===== config.mk =====
export PLATFORM = sky130hd
export DESIGN_NAME = shift_sequencer
export DESIGN_NICKNAME = d
export VERILOG_FILES = /design/src/rtl/shift_sequencer.sv
export SDC_FILE = /design/constraint.sdc
export NUM_CORES = 1
export LEC_CHECK = 0
export ABC_AREA = 1
export CAP_MARGIN = 0
export CORE_MARGIN = 5
export CORE_UTILIZATION = 55
export DETAILED_ROUTE_END_ITERATION = 12
export DONT_BUFFER_PORTS = 1
export PLACE_DENSITY = 0.7
export SETUP_SLACK_MARGIN = 0.1
export SLEW_MARGIN = 20
export SYNTH_ARGS = -nofsm -noshare
export SYNTH_HDL_FRONTEND = slang
export SYNTH_HIERARCHICAL = 1
export SYNTH_SLANG_ARGS = --single-unit

===== constraint.sdc =====
create_clock -name clk -period 3.6 [get_ports clk]
set_input_delay 0.72 -clock clk [delete_from_list [all_inputs] [get_ports clk]]
set_output_delay 0.72 -clock clk [all_outputs]
set_load 0.01 [all_outputs]

===== src/rtl/shift_sequencer.sv =====
// Bit-serial shifter: one shared 2N:1 mux tree produces one result bit per cycle,
// steered by a bit-index counter, behind valid/ready handshakes on both sides.

module shift_mux #(
    parameter int W = 64
) (
    input  logic [W-1:0]         v,
    input  logic [$clog2(W)-1:0] sel,
    output logic                 out
);
    always_comb begin
        out = v[sel];
    end
endmodule

module shift_sequencer #(
    parameter int N = 32
) (
    input  logic                 clk,
    input  logic                 rst,
    input  logic                 i_valid,
    output logic                 i_ready,
    input  logic [N-1:0]         a,
    input  logic [$clog2(N)-1:0] shamt,
    input  logic [1:0]           op,
    output logic                 o_valid,
    input  logic                 o_ready,
    output logic [N-1:0]         y
);
    localparam int SW   = $clog2(N);
    localparam int SELW = $clog2(2 * N);

    localparam logic [SELW-1:0] N_SEL    = SELW'(N);
    localparam logic [SW-1:0]   IDX_LAST = SW'(N - 1);

    typedef enum logic [1:0] {
        IDLE,
        RUN,
        DONE
    } state_t;

    typedef enum logic [1:0] {
        OP_SLL  = 2'b00,
        OP_SRL  = 2'b01,
        OP_SRA  = 2'b10,
        OP_PASS = 2'b11
    } op_t;

    state_t          state, state_n;
    op_t             op_q;
    logic [N-1:0]    a_q;
    logic [SW-1:0]   sh_q;
    logic [SW-1:0]   idx;
    logic [2*N-1:0]  v;
    logic [SELW-1:0] sel;
    logic            mux_out;

    always_comb begin
        state_n = state;
        i_ready = 1'b0;
        o_valid = 1'b0;
        case (state)
            IDLE: begin
                i_ready = 1'b1;
                if (i_valid) state_n = RUN;
            end
            RUN: begin
                if (idx == IDX_LAST) state_n = DONE;
            end
            DONE: begin
                o_valid = 1'b1;
                if (o_ready) state_n = IDLE;
            end
            default: state_n = IDLE;
        endcase
    end

    // SLL reads a_q from the upper half so that idx < sh_q lands on the zero half
    always_comb begin
        v   = {{N{1'b0}}, a_q};
        sel = {1'b0, idx};
        case (op_q)
            OP_SLL: begin
                v   = {a_q, {N{1'b0}}};
                sel = N_SEL + {1'b0, idx} - {1'b0, sh_q};
            end
            OP_SRL: begin
                sel = {1'b0, idx} + {1'b0, sh_q};
            end
            OP_SRA: begin
                v   = {{N{a_q[N-1]}}, a_q};
                sel = {1'b0, idx} + {1'b0, sh_q};
            end
            default: begin
                sel = {1'b0, idx};
            end
        endcase
    end

    shift_mux #(.W(2 * N)) u_mux (
        .v   (v),
        .sel (sel),
        .out (mux_out)
    );

    always_ff @(posedge clk) begin
        if (rst) begin
            state <= IDLE;
            idx   <= '0;
            y     <= '0;
            a_q   <= '0;
            sh_q  <= '0;
            op_q  <= OP_SLL;
        end else begin
            state <= state_n;
            case (state)
                IDLE: begin
                    if (i_valid) begin
                        a_q  <= a;
                        sh_q <= shamt;
                        op_q <= op_t'(op);
                        idx  <= '0;
                        y    <= '0;
                    end
                end
                RUN: begin
                    y[idx] <= mux_out;
                    if (idx != IDX_LAST) idx <= idx + 1'b1;
                end
                default: ;
            endcase
        end
    end
endmodule

==> run_results.csv <==
group,metric,value,unit
status,status,"completed",
detailed_routing,vias_per_cell,5.60,
finish,nets,760,
critical_path,cp.arrival,3410,ps
finish,synthToLayoutAreaGrowth,1.79,%
cts,cts.path.max_buffers,2,
synth,synth_cell_types,29,
global_routing,grt_pass1_vias,4139,
cts,numClockSinks,78,
min_path,whs_endpoint,"y[7]",
place,place_hpwl,8020,um
floorplan,rows,34,
global_routing,grt_max_degree,113,
critical_path,r2r_slack,440,ps
synth,syn_nets,790,
floorplan,ios,77,
cts,cts_tree,"built",
detailed_routing,routed_wl,11500,um
cts,cts_hold_buf,0,
min_path,min-delay-path-class,"in2reg",
cts,worstSkewPairLatency,360,ps
timing,finalSetupTns,0,ps
detailed_routing,initialDrtViolationCount,274,
floorplan,dieArea,10700,sq um
global_routing,grt_pass1_wl,19600,um
critical_path,r2r-end,"y[26]",
critical_path,cp-start-kind,"flop",
critical_path,cp_max_fo,32,
cts,path_clk_slew,80,ps
timing,slew-limit-headroom,32.0,%
timing,finalCritPeriodShare,87.7,%
floorplan,die_w,104,um
timing,hold_viol,0,
timing,fmax,317,MHz
detailed_routing,routedWlPerCell,14.2,um
place,dp_cells,794,
critical_path,path_class,"reg2reg",
synth,ys_seq_elements,78,
critical_path,worstRegToRegCells,20,
floorplan,initial_utilization,55.7,%
detailed_routing,wl_met1,5440,um
pwr,cellPowerDensity,483,nW/um^2
synth,yosysWarnings,6,
detailed_routing,topRoutingLayerUsed,"met4",
pwr,ir_drop,0.336,mV
cts,cts-resized-gates,0,
timing,hold_ws,421,ps
global_routing,grt_overflow,0,
cts,htree_levels,3,
detailed_routing,drt_first_pass_iters,5,
finish,drive_gt1_share,7.55,%
cts,cts_setup_buffers,0,
finish,nFillCells,897,
finish,final_area,4900,sq um
floorplan,dieHeight,104,um
min_path,hold_depth,1,
timing,min_period,3160,ps
timing,tightest_slew,1020,ps
timing,setup_viol,0,
critical_path,endpoint_kind,"flop",
finish,antenna_cells,0,
cts,cts-root-buf,"clkbuf_8",
place,port_buffers,0,
synth,syn_area,4810,sq um
place,dpl_cell_area,4700,sq um
synth,syn_inst,727,
timing,slew_violations,0,
cts,numCtsBuffers,9,
timing,finClkSkew,11.7,ps
timing,rsz0062_at_grt,"no",
finish,final_cells,810,
pwr,p_leak,1.99,nW
job,maxCapViolations,0,
detailed_routing,remaining_drc_errors,0,
detailed_routing,wl_met2,5400,um
synth,postSynthAreaPerCell,6.62,sq um
floorplan,core_area,8640,sq um
place,gp_congestion,0.891,
critical_path,reg2reg_from,"idx[0]",
detailed_routing,wl_met3,573,um
critical_path,worstPathRequired,3850,ps
min_path,hold_start,"rst",
global_routing,track_usage,21.0,%
synth,ys_seq_area_share,32.4,%
detailed_routing,final_antenna_net_count,0,
detailed_routing,vias,4532,
global_routing,antenna_found_initial,0,
pwr,total_power,2.37,mW
## layer usage
metal  vias to the layer above  track usage, %
li1                       2329               -
met1                      2085            29.0
met2                       105            33.5
met3                        13            4.60
met4                         0            5.06
met5                         -               0
## state kept, by name, indices dropped and copies added, names as in the netlist
signal,count
op_q,2
y,32
a_q,32
idx,5
sh_q,5
state,2
## placed cells by master (no fill, tap or decap), types with 3 or more instances in the layout
cell type,Yosys,routed
nand2_1,128,128
o21ai_0,79,78
dfxtp_1,78,78
nor2_1,78,77
a21oi_1,72,72
inv_1,70,69
nand3_1,69,69
nor3_1,46,46
ha_1,18,18
nor3_2,13,13
clkbuf_8,0,9
a22oi_1,7,7
buf_4,7,7
inv_2,4,5
nor2_2,3,4
inv_6,1,3
## synth_stat cells, drive strengths merged
master | number | share of area (%)
clkbuf | 21 | 1.7
nor2 | 83 | 6.9
a211oi | 1 | 0.16
ha | 18 | 4.7
buf | 27 | 4.7
inv | 76 | 6.1
fa | 2 | 0.83
o21a | 1 | 0.16
a21oi | 72 | 7.5
o22ai | 1 | 0.13
nor3 | 59 | 7.5
o21ai | 80 | 8.3
a22oi | 7 | 1.1
nand3 | 69 | 7.2
or2 | 1 | 0.13
dfxtp | 78 | 32
nand2 | 131 | 10
## report_power, final
group	internal [mW]	switching, mW	leakage, nW
Combinational	0.226	0.532	1.26
Sequential	0.916	0.0287	0.638
Clock	0.324	0.340	0.0933
Total	1.47	0.901	1.99
## stage by stage
| stage | utilization [%] | setup slack (ps) |
|---|---|---|
| floorplan | - | 838 |
| global placement | 54.5 | 591 |
| detailed placement | 54.5 | 474 |
| CTS | 56.7 | 470 |
| global route | 56.7 | 192 |
| finish | 56.7 | 442 |
## worst max-delay path: stages (launching register included)
cell,delay [ps]
dfxtp_1,360
inv_1,170
ha_1,180
inv_1,60
fa_1,370
nand2_1,110
nand2_1,60
o22ai_1,170
nand2_1,60
o21ai_0,90
buf_4,200
inv_1,140
nand3_1,110
nand2_1,50
nand2_1,50
nand3_1,70
nand3_1,90
nand2_1,70
buf_4,230
nor3_1,310
nor3_2,70
## cells by family (layout without fill, tap and decap cells)
| kind of cell | Yosys count | after routing | synth area share [%] |
|---|---|---|---|
| fa+ha+maj | 20 | 20 | 5.51 |
| buf+inv | 124 | 99 | 12.5 |
| simple gates | 343 | 343 | 32.2 |
| compound gates | 162 | 162 | 17.3 |
| flops | 78 | 78 | 32.4 |
## cell type report
type | instances | area (sq um) | share of cell area [%]
sequential | 78 | 1560 | 31.9
inverter | 76 | 293 | 5.98
tap | 108 | 135 | 2.76
timing repair buffer | 7 | 52.6 | 1.07
clock buffer | 10 | 128 | 2.61
clock inverter | 6 | 67.6 | 1.38
multi-input combinational | 525 | 2660 | 54.3
## worst max path at each step
stage / startpoint / to / slack (ps) / cells past startpoint
6_report: idx[0] / y[26] / 440 / 20
5_1_grt: idx[0] / y[26] / 190 / 20
4_1_cts: idx[0] / y[2] / 470 / 18
3_5_place_dp: idx[0] / y[7] / 470 / 20
3_3_place_gp: idx[0] / y[26] / 590 / 20
2_1_floorplan: idx[0] / y[16] / 840 / 18
Power figures use the tool's default switching activity.
